`src/rtl/mem_access_unit.sv`:
```
// RV64 load/store unit driving a 32x64 word-addressed data memory.
// Optional `MISALIGN_TRAP_EN: fault misaligned accesses instead of aligning.
module mem_access_unit #(
  parameter int BITS   = 64,
  parameter int DEPTH  = 32,
  parameter int ADDR_W = 8
) (
  input  logic                     clk,
  input  logic                     rst,
  input  logic                     req_valid,
  output logic                     req_ready,
  input  logic                     req_we,
  input  logic [2:0]               req_funct3,
  input  logic [ADDR_W-1:0]        req_addr,
  input  logic [BITS-1:0]          req_wdata,
  output logic                     resp_valid,
  output logic [BITS-1:0]          resp_rdata,
  output logic                     resp_err,
  output logic [$clog2(DEPTH)-1:0] mem_addr,
  output logic                     mem_we,
  output logic [BITS-1:0]          mem_din,
  input  logic [BITS-1:0]          mem_dout
);

  typedef enum logic [1:0] {IDLE, RD, WR, RESP} state_t;

  state_t              state_q, state_d;
  logic                we_q, we_d;
  logic [2:0]          f3_q, f3_d;
  logic [ADDR_W-1:0]   addr_q, addr_d;
  logic [BITS-1:0]     wdata_q, wdata_d;
  logic [BITS-1:0]     line_q, line_d;
  logic                err_q, err_d;

  logic                illegal, fault;
  logic [2:0]          off;
  logic [5:0]          sh;
  logic [7:0]          size_be, be;
  logic [BITS-1:0]     bmask, wsh, merged;
  logic [BITS-1:0]     ld_sh, ld_data;

  assign illegal = req_we ? req_funct3[2]
                          : (req_funct3 == 3'b111);

`ifdef MISALIGN_TRAP_EN
  logic misal;
  always_comb begin
    unique case (req_funct3[1:0])
      2'b00:   misal = 1'b0;
      2'b01:   misal = req_addr[0];
      2'b10:   misal = |req_addr[1:0];
      default: misal = |req_addr[2:0];
    endcase
  end
  assign fault = illegal | misal;
`else
  assign fault = illegal;
`endif

  // Offset is masked to the access size so misaligned requests align down.
  always_comb begin
    unique case (f3_q[1:0])
      2'b00:   begin size_be = 8'h01; off = addr_q[2:0];          end
      2'b01:   begin size_be = 8'h03; off = addr_q[2:0] & 3'b110; end
      2'b10:   begin size_be = 8'h0f; off = addr_q[2:0] & 3'b100; end
      default: begin size_be = 8'hff; off = 3'b000;               end
    endcase
  end

  assign sh = {off, 3'b000};
  assign be = size_be << off;

  always_comb begin
    bmask = '0;
    for (int i = 0; i < 8; i++) begin
      bmask[8*i +: 8] = {8{be[i]}};
    end
  end

  assign wsh    = wdata_q << sh;
  assign merged = (line_q & ~bmask) | (wsh & bmask);
  assign ld_sh  = line_q >> sh;

  always_comb begin
    unique case (f3_q)
      3'b000:  ld_data = {{(BITS-8){ld_sh[7]}},   ld_sh[7:0]};
      3'b001:  ld_data = {{(BITS-16){ld_sh[15]}}, ld_sh[15:0]};
      3'b010:  ld_data = {{(BITS-32){ld_sh[31]}}, ld_sh[31:0]};
      3'b011:  ld_data = ld_sh;
      3'b100:  ld_data = {{(BITS-8){1'b0}},  ld_sh[7:0]};
      3'b101:  ld_data = {{(BITS-16){1'b0}}, ld_sh[15:0]};
      3'b110:  ld_data = {{(BITS-32){1'b0}}, ld_sh[31:0]};
      default: ld_data = '0;
    endcase
  end

  always_comb begin
    state_d = state_q;
    we_d    = we_q;
    f3_d    = f3_q;
    addr_d  = addr_q;
    wdata_d = wdata_q;
    line_d  = line_q;
    err_d   = err_q;
    unique case (state_q)
      IDLE: begin
        err_d = 1'b0;
        if (req_valid) begin
          we_d    = req_we;
          f3_d    = req_funct3;
          addr_d  = req_addr;
          wdata_d = req_wdata;
          err_d   = fault;
          state_d = fault ? RESP : RD;
        end
      end
      RD: begin
        line_d  = mem_dout;
        state_d = we_q ? WR : RESP;
      end
      WR:      state_d = RESP;
      default: state_d = IDLE;
    endcase
  end

  always_ff @(posedge clk) begin
    if (rst) begin
      state_q <= IDLE;
      we_q    <= 1'b0;
      f3_q    <= 3'b000;
      addr_q  <= '0;
      wdata_q <= '0;
      line_q  <= '0;
      err_q   <= 1'b0;
    end else begin
      state_q <= state_d;
      we_q    <= we_d;
      f3_q    <= f3_d;
      addr_q  <= addr_d;
      wdata_q <= wdata_d;
      line_q  <= line_d;
      err_q   <= err_d;
    end
  end

  assign req_ready  = (state_q == IDLE);
  assign resp_valid = (state_q == RESP);
  assign resp_err   = resp_valid & err_q;
  assign resp_rdata = (resp_valid & ~we_q & ~err_q)
                      ? ld_data : '0;
  assign mem_addr   = addr_q[ADDR_W-1:3];
  assign mem_we     = (state_q == WR) && !rst;
  assign mem_din    = (state_q == WR) ? merged : '0;

endmodule
```
`config.mk`:
```
export PLATFORM = sky130hd
export DESIGN_NAME = mem_access_unit
export DESIGN_NICKNAME = d
export VERILOG_FILES = /design/src/rtl/mem_access_unit.sv
export SDC_FILE = /design/constraint.sdc
export NUM_CORES = 1
export LEC_CHECK = 0
export ABC_AREA = 0
export BUFFER_PORTS_ARGS = -buffer_cell sky130_fd_sc_hd__buf_4
export CAP_MARGIN = 20
export CORE_UTILIZATION = 53
export CTS_CLUSTER_SIZE = 40
export DETAILED_ROUTE_END_ITERATION = 8
export GPL_ROUTABILITY_DRIVEN = 1
export PLACE_DENSITY = 0.82
export SYNTH_ARGS = -nofsm -noshare
export SYNTH_HDL_FRONTEND = slang
export SYNTH_SLANG_ARGS = --single-unit
```
`constraint.sdc`:
```
create_clock -name clk -period 3.7 [get_ports clk]
set_input_delay 0.925 -clock clk [delete_from_list [all_inputs] [get_ports clk]]
set_output_delay 0.925 -clock clk [all_outputs]
set_load 0.01 [all_outputs]
```
Word-level counts from Yosys, hierarchy flattened
Cells that the tools add are included.

word-level totals
  flip-flop bits (word level) = 143
  input bits = 143
  output and inout port bits = 137
  word-level logic and storage cells = 49

cells by class
  equal/unequal tests = 13
  shift operators = 3
  multiplexer cells = 11
  bitwise logic cells = 9
  reduce and logical (&&, ||, !) cells = 6

operators by type and width
  cell                count
  $pmux 64 s7         1
  $and 64x64->64      2
  $mux 64             2
  $not 64->64         1
  $or 64x64->64       1
  $shl 64x6->64       1
  $shr 64x6->64       1
  $pmux 8 s3          1
  $eq 3x3->1 const B  4
  $pmux 3 s3          1
  $shl 8x3->8         1
  $eq 2x2->1 const B  3
  $eq 3x2->1 const B  2
  $pmux 2 s3          1
  $eq 2x1->1 const B  2
  $logic_not 2->1     2
  $mux 2              2
  $and 1x1->1         3
  $eq 3x1->1 const B  1
  $logic_not 3->1     1
  $mux 1              3
  $ne 2x2->1 const B  1
  $not 1->1           2
  $reduce_and 2->1    1
  2 further kinds     2

Depth between registers and ports, before layout
Gate-level depths: netlist of run 1.

  depth in word-level cells = 7
  depth in mapped cells = 9
  mapped depth without buffers = 7

Worst setup path after synthesis of run 1
No wires, ideal clock.

  path type = reg2out
  from = reg state_q[0]
  to = out resp_rdata[58]
  arrival time = 2082 ps
  required time = 2775 ps
  setup slack = 693 ps
  cell stages (with the launch flop) = 9
  buffers on the path = 1
  cell sequence = dfxtp_1 ha_1 nor3b_1 o21ai_1 nor2_1 inv_1 nor2_1 clkbuf_1 a21o_1

between the ends
  longest elaborated chain between the ends = 4

RTL lines
  what                       RTL line  text
  from (decl)                27        state_t state_q, state_d;
  from (signal assigned)     136       state_q <= state_d;
  $eq 2x2->1                 147       assign resp_valid = (state_q == RESP);
  net resp_valid             16        output logic resp_valid,
  $and 1x1->1 (2 in series)  149       assign resp_rdata = (resp_valid & ~we_q & ~err_q)
  $mux 64                    150       ? ld_data : '0;
  to (decl)                  17        output logic [BITS-1:0] resp_rdata,

The timed path passes the listed nets, and every way through them passes these cells.

Worst setup path after layout of run 1
  from = reg f3_q[1]
  to = out mem_din[57]

between the ends
  longest elaborated chain between the ends = 7
  elaborated cells on any way between the ends = 12
  classes of those cells = eq/ne: 2; shift: 2; mux: 3; bitwise: 4; reduce/logical: 1

RTL lines
  what                                                   RTL line  text
  from (decl)                                            29        logic [2:0] f3_q, f3_d;
  from (signal assigned)                                 130       f3_q <= 3'b000;
  from (signal assigned)                                 138       f3_q <= f3_d;
  branches (longest 5 deep; another with $shl 64x6->64)  -
  $or 64x64->64 *                                        81        assign merged = (line_q & ~bmask) | (wsh & bmask);
  $mux 64 *                                              153       assign mem_din = (state_q == WR) ? merged : '0;
  to (decl)                                              21        output logic [BITS-1:0] mem_din,

Mark *: on every way between the ends.

==> summary.txt, run 1 <==
Status
  – Status: finished clean

Synth
  – Synthesized area: 9330 µm²
  – Flops & latches, synth: 143
  – Syn Area/Cell: roughly 7.9 µm²
  – Ranking of synthesized cells by area: dfxtp_1, mux2i_1, nand2_1
  – Post-synth cell types: 63
  – Ys Warns: 0
  – Post-synth EDFFs: 0
  – Seq/Total Area, Yosys: 0.307
  – Share of the synthesized area in the top cell type: 0.307
  – Syn Inst Count: between 1,000 and 1,500
  – Cell taking the most area after synthesis: dfxtp_1
  – Post-synth ARST share: 0
  – Predominant post-synthesis flop cell: dfxtp_1
  – Synth Net Count: 1,322

STA
  – Worst Max-Slew Pin Slew: roughly 0.78 ns
  – Clock Skews: 0.00848 ns
  – RSZ-0062 raised after global routing: no
  – Final hold slack: roughly 0.46 ns
  – Min Clock Period, post-route: 3.61 ns
  – Max-slew headroom: 0.478
  – Fmax: approximately 0.28 GHz
  – Setup violations, final: 0
  – Hold Violations, Final: 0
  – Final Max Slew Viols: 0
  – Crit share post-route: 0.977
  – TNS Setup: 0 ns

Worst setup path
  – Buffers & Inverters on Critical Path: 2
  – Reg-to-Reg End: wdata_q[23]$_SDFFE_PP0P_
  – Reg2reg path depth: 6
  – Worst Path Class, Setup: flop to primary output
  – Slowest CP cell: dfxtp_2
  – Reg2Reg Setup Slack: 1.38 ns
  – CP arrival: 2.69 ns
  – Worst path cell trace: nor3b_4 > buf_12 > mux2i_1 > a21oi_1 > nand2_1 > a31oi_1 > buf_4
  – Delay of the slowest critical-path stage: around 0.43 ns
  – Crit Reg-Reg Startpoint: state_q[1]$_SDFFE_PP0P_
  – Worst Path Max Fanout: 45
  – Setup crit start kind: flop
  – CP top delay family: compound AO/OA/AOI/OAI gates
  – WP data required: 2.77 ns
  – CP Capture Type: primary output

Place
  – I/O Buffers: 279
  – GP Congestion: 0.999
  – Placed wire-length estimate: around 28,000 µm
  – Placed Area: 11,800 µm²

Global routing
  – Largest net degree at the start of global routing: 73
  – First-pass GRT wire length: 55,600 µm
  – Vias in the first global route: 9,569
  – Remaining global-route overflow: 0
  – Total GRT Usage: 0.411
  – Antenna violations before repair: 0

CTS
  – CTS tree: built
  – Root buffer cell: clkbuf_16
  – Post-CTS Hold Buffers: 0
  – Clock slew at reported path FFs: 0.07 ns
  – CTS H-Tree Depth: 4
  – Sink Count: 143
  – CTS Buf Count: 17
  – CTS Buffer Depth: 2
  – Clk_lat worst skew: 0.43 ns

Worst hold path
  – Min-Delay Path Class: flop to flop
  – WHS Endpoint: addr_q[3]$_SDFFE_PP0P_
  – Worst hold stages: 2
  – HP Start: addr_q[3]$_SDFFE_PP0P_

Pwr
  – Net Sw Power: 3310 µW
  – Clock Power Share: 0.237
  – Switching share of power: 0.434
  – P per Cell Area: 610 nW/µm²
  – Pint: ~4300 µW
  – VDD IR max: 0.527 mV
  – Logic pwr share: 0.441
  – Leakage power: 0.00559 µW
  – Reg power frac: 0.322

Detailed routing
  – # DRC: 0
  – DRT iter0 DRCs: 1,410
  – Final wirelength: 37,900 µm
  – Detailed-route via count: 10,400
  – ANT nets after route: 0
  – DR WL/cell: roughly 23 µm
  – Detailed Routing Iterations Pass 1: 8
  – Avg Vias per Cell: 6.25

Floorplan
  – Die area: around 18,000 µm²
  – Row Count: 48
  – Initial Utilization: 0.542
  – Die H: ~130 µm
  – Ports: 280
  – Core Footprint: 17,200 µm²
  – Width of the die: 135 µm

Cells and area
  – Diode count: 0
  – Finished Cell Area: ~12,000 µm²
  – Fraction of layout cells with a size suffix above 1: 0.317
  – Synth-to-Final Area Change: 33.6%
  – Layout Nets: 1,579
  – Fillers: between 1,000 and 1,500

Run
  – Max cap viols: 0
-- synthesized netlist by cell type, types with 2 or more instances --
cell / n
a211o_1: 6
a211oi_1: 9
a21o_1: 30
a21oi_1: 122
a22oi_1: 16
a311oi_1: 3
a31o_2: 2
a31oi_1: 8
a32o_1: 2
a32oi_1: 3
and2_1: 4
and3_1: 7
buf_1: 17
buf_2: 21
buf_4: 10
buf_6: 2
clkbuf_1: 55
dfxtp_1: 143
ha_1: 4
inv_1: 7
inv_2: 2
mux2_2: 8
mux2i_1: 135
mux4_2: 31
nand2_1: 252
nand2b_1: 8
nand3_1: 3
nor2_1: 116
nor2_2: 2
nor2b_1: 19
nor3_1: 2
nor3b_1: 2
o211a_1: 14
o211ai_1: 8
o21ai_0: 60
o21ai_1: 2
o21ai_2: 10
o21bai_1: 2
o22ai_1: 3
o32ai_1: 2
-- final cells by class --
type	count	area, µm²	area share
multi-input cells	918	6030	0.484
flip-flops and latches	143	2870	0.230
repair buffers	343	2640	0.211
clock buffers	17	425	0.0341
well taps	225	282	0.0226
clock inverters	15	195	0.0156
inverters	9	33.8	0.00271
-- cell families (layout without fill, tap and decap cells) --
group,after synthesis,in the layout,share of synthesized area
muxes,175,175,0.231
xor gates and xnor gates,1,1,0.000939
DFF,143,143,0.307
AOI/OAI and AO/OA,316,316,0.215
buffers and inverters,114,384,0.0543
adders and majority gates,4,4,0.00536
and+or+nand+nor,422,422,0.186
-- repair_timing --
| item | in CTS | in global routing |
|---|---|---|
| cloned | 0 | 0 |
| gates resized for setup | 5 | 8 |
| setup buffers | 0 | 2 |
| setup endpoints to repair | 58 | 52 |
| endpoints found under the hold margin | 0 | 0 |
| pin swaps | 0 | 1 |
-- power groups by stage --
| stage | logic [µW] | registers [µW] | clock network, µW |
|---|---|---|---|
| floorplan | 2250 | 2130 | 0 |
| global placement | 3200 | 2420 | 0 |
| detailed placement | 3250 | 2420 | 0 |
| CTS | 3270 | 2400 | 1800 |
| global route | 3580 | 2450 | 1870 |
| finish | 3360 | 2450 | 1810 |
-- how the worst max path moves through the flow --
stage	start	endpoint	slack [ns]	depth (start not counted)
after global routing	f3_q[1]$_SDFFE_PP0P_	mem_din[55]	0.006	7
after CTS	f3_q[0]$_SDFFE_PP0P_	mem_din[25]	0.01	8
after floorplan	state_q[0]$_SDFFE_PP0P_	resp_rdata[58]	0.69	8
final	f3_q[1]$_SDFFE_PP0P_	mem_din[57]	0.09	7
after global placement	f3_q[1]$_SDFFE_PP0P_	mem_din[58]	0.39	7
after detailed placement	f3_q[1]$_SDFFE_PP0P_	mem_din[58]	0.36	7
-- tightest hold or removal path, cell delays in order, from the launching register on --
cell and delay [ns]:
dfxtp_1 0.31, nand2_1 0.05, a21oi_1 0.05
-- stage by stage --
step	power, µW	std cells	util	setup slack, ns
5_1_grt	7900	1670	0.724	0.00575
3_3_place_gp	5620	1635	0.684	0.392
6_report	7610	1670	0.724	0.0869
4_1_cts	7480	1667	0.721	0.0104
2_1_floorplan	4380	1175	-	0.693
3_5_place_dp	5670	1635	0.684	0.357
-- per-layer routing --
metal	share of wire	up-vias	GRT usage
met3	0.11	149	0.0890
met4	0.060	0	0.240
met5	0	-	0
met1	0.39	4867	0.533
met2	0.44	757	0.629
li1	-	4663	-
-- flip-flops by register name (all words and copies together), names as in the netlist --
register / flops
line_q: 64
wdata_q: 64
addr_q: 8
f3_q: 3
state_q: 2
err_q: 1
we_q: 1
-- cell usage in the layout, fill, tap and decap left out, drive strengths merged, types with 15 or more instances in the layout --
| cell type | instances |
|---|---|
| o21ai | 73 |
| mux4 | 31 |
| nor2b | 19 |
| a22oi | 16 |
| a21o | 30 |
| inv | 16 |
| buf | 343 |
| o211a | 15 |
| clkbuf | 17 |
| nor2 | 118 |
| dfxtp | 143 |
| a21oi | 122 |
| mux2i | 135 |
| nand2 | 253 |
(Power assumes the default switching activity.)
==> run 2: changes to the inputs <==
--- a/config.mk
+++ b/config.mk
@@ -8,11 +8,11 @@
 export ABC_AREA = 0
 export BUFFER_PORTS_ARGS = -buffer_cell sky130_fd_sc_hd__buf_4
 export CAP_MARGIN = 20
-export CORE_UTILIZATION = 53
+export CORE_UTILIZATION = 48
 export CTS_CLUSTER_SIZE = 40
 export DETAILED_ROUTE_END_ITERATION = 8
 export GPL_ROUTABILITY_DRIVEN = 1
-export PLACE_DENSITY = 0.82
+export PLACE_DENSITY = 0.78
 export SYNTH_ARGS = -nofsm -noshare
 export SYNTH_HDL_FRONTEND = slang
 export SYNTH_SLANG_ARGS = --single-unit
==> constraint.sdc (replaced) <==
create_clock -name clk -period 3.2 [get_ports clk]
set_input_delay 0.8 -clock clk [delete_from_list [all_inputs] [get_ports clk]]
set_output_delay 0.8 -clock clk [all_outputs]
set_load 0.01 [all_outputs]
==> summary.txt, run 2 (synthesis gave the netlist of run 1 again) <==
Status
  – Status: complete, but fails checks
  – Failing checks: negative setup slack

STA
  – Setup WS post-layout: -0.180 ns
  – Worst Max-Slew Pin Slew: 0.701 ns
  – Setup violations, final: 67
  – Min Clock Period, post-route: between 3 and 4 ns
  – Hold Violations, Final: 0
  – TNS Setup: -4.28 ns
  – Fmax: 0.296 GHz
  – Clock Skews: between 0.007 and 0.008 ns
  – Final Max Slew Viols: 0
  – Crit share post-route: 1.06
  – Max-slew headroom: 0.533
  – RSZ-0062 raised after global routing: yes

CTS
  – CTS Buf Count: 17
  – Sink Count: 143
  – Root buffer cell: clkbuf_16
  – Clk_lat worst skew: between 0.4 and 0.5 ns
  – CTS tree: built
  – CTS H-Tree Depth: 4
  – CTS Buffer Depth: 2
  – Clock slew at reported path FFs: 0.07 ns
  – Post-CTS Hold Buffers: 0

Detailed routing
  – Met3 wire length: 5000 µm
  – Detailed-route via count: 11,100
  – DRT iter0 DRCs: 1,638
  – Avg Vias per Cell: around 6.3
  – Final wirelength: 42,300 µm
  – DR WL/cell: 23.9 µm
  – Highest metal used: met4
  – Metal-1 WL: 15,700 µm
  – # DRC: 0
  – ANT nets after route: 0
  – Detailed Routing Iterations Pass 1: 8
  – WL met2: between 15,000 and 20,000 µm

Global routing
  – Vias in the first global route: a little under 10,000
  – Antenna violations before repair: 0
  – Largest net degree at the start of global routing: 144
  – Total GRT Usage: 0.397
  – Remaining global-route overflow: 0
  – First-pass GRT wire length: 58,900 µm

Floorplan
  – Die area: between 20,000 and 25,000 µm²
  – Row Count: 50
  – Core Footprint: 18,900 µm²
  – Ports: 280
  – Die H: 141 µm
  – Initial Utilization: 0.494
  – Width of the die: 141 µm

Worst hold path
  – WHS Endpoint: addr_q[4]$_SDFFE_PP0P_
  – HP Start: addr_q[4]$_SDFFE_PP0P_
  – Min-Delay Path Class: flop to flop
  – Worst hold stages: 2

Cells and area
  – Layout Nets: 1,643
  – Commonest non-fill, non-tap cell in the layout: buf_4
  – Diode count: 0
  – Top flop regs: line_q: 64 flops, wdata_q: 64 flops, addr_q: 8 flops
  – Most frequent cells in the layout: buf_4, nand2_1, dfxtp_1, mux2i_1, nor2_1
  – Fraction of layout cells with a size suffix above 1: 0.418
  – Synth-to-Final Area Change: 53.3%
  – Layout Utilization: 0.757

Worst setup path
  – Delay of the slowest critical-path stage: 0.33 ns
  – Worst Path Class, Setup: flop to primary output
  – CP arrival: 2.58 ns
  – Slowest CP cell: dfxtp_2
  – Reg-to-Reg End: wdata_q[23]$_SDFFE_PP0P_
  – Setup crit start kind: flop
  – Reg2reg path depth: 6
  – Worst Path Max Fanout: 7
  – Reg2Reg Setup Slack: about 1.0 ns
  – CP most frequent cell: buf_4
  – Crit Reg-Reg Startpoint: state_q[1]$_SDFFE_PP0P_
  – WP data required: 2.40 ns
  – CP Capture Type: primary output
  – Worst path cell trace: nor3b_4 > buf_6 > buf_12 > buf_16 > nor2_4 > nand2_1 > o21ai_1 > mux2i_1 > buf_4 > o21ai_0 > buf_4

Place
  – GP Congestion: 1.02
  – Placed wire-length estimate: just under 30,000 µm
  – I/O Buffers: 279
  – Pre-CTS WS: 0.00266 ns

Pwr
  – P per Cell Area: just under 700 nW/µm²
  – Leakage power: 0.00617 µW
  – VDD IR max: 0.406 mV

Run
  – Max cap viols: 0
==> run 2: cell types whose count changed in the layout (fill, tap and decap cells not counted), sizes merged <==
cell      previous run  this run
inv                 16        14
bufbuf               0         2
buf                343       401
clkbuf              17        22
bufinv               1         2
clkinv               5         2
clkinvlp             2         5
==> run 2: metrics by stage <==
step / power (µW) / cell area, µm² / std cells / hold slack [ns]
2_1_floorplan: 5070 / 9330 / 1175 / 0.433
3_3_place_gp: 6620 / 12000 / 1692 / 0.442
3_5_place_dp: 6660 / 12000 / 1692 / 0.445
4_1_cts: 9060 / 13300 / 1745 / 0.456
5_1_grt: 10100 / 14300 / 1769 / 0.494
6_report: 9770 / 14300 / 1769 / 0.461
==> run 2: report_power, final <==
group | leakage [µW] | internal, µW | switching, µW
Combinational | 0.00473 | 2270 | 2630
Clock | 0.000272 | 1160 | 868
Sequential | 0.00117 | 2170 | 671
==> run 2: how the worst max path moves through the flow <==
stage / from / end / slack (ns) / depth (start not counted)
floorplan: state_q[0]$_SDFFE_PP0P_ / resp_rdata[58] / 0.32 / 8
global placement: f3_q[0]$_SDFFE_PP0P_ / mem_din[57] / 0.10 / 8
detailed placement: state_q[0]$_SDFFE_PP0P_ / resp_rdata[39] / 0.003 / 8
CTS: addr_q[0]$_SDFFE_PP0P_ / resp_rdata[20] / -0.10 / 8
global route: f3_q[0]$_SDFFE_PP0P_ / mem_din[50] / -0.18 / 11
finish: addr_q[0]$_SDFFE_PP0P_ / mem_din[48] / -0.18 / 11
==> run 2: metal layers <==
| metal | up-vias | track usage |
|---|---|---|
| li1 | 4792 | - |
| met2 | 915 | 0.634 |
| met4 | 0 | 0.195 |
| met3 | 241 | 0.0766 |
| met1 | 5132 | 0.514 |
| met5 | - | 0 |
==> run 2: area by class of cell <==
type                            count  area [µm²]
Sequential cell                   143        2880
Clock buffer                       18         429
Timing Repair Buffer              407        3720
Multi-Input combinational cell    918        6760
Inverter                            9        33.8
Tap cell                          260         325
Clock inverter                     14         154
Fill cell                        1371        4590
==> run 2: repair_timing <==
action,in CTS,in global routing
gates cloned,9,4
resized for setup,108,171
setup endpoints to repair,128,126
pin swaps,13,39
setup buffers,12,22
endpoints found under the hold margin,0,0
==> run 2: critical path: cells and delay by family, from the launching register on <==
family	cells	cell delay (ns)
AOI/OAI and AO/OA	2	0.40
buffers and inverters	5	0.77
DFF	1	0.33
muxes	1	0.15
and+or+nand+nor	3	0.48
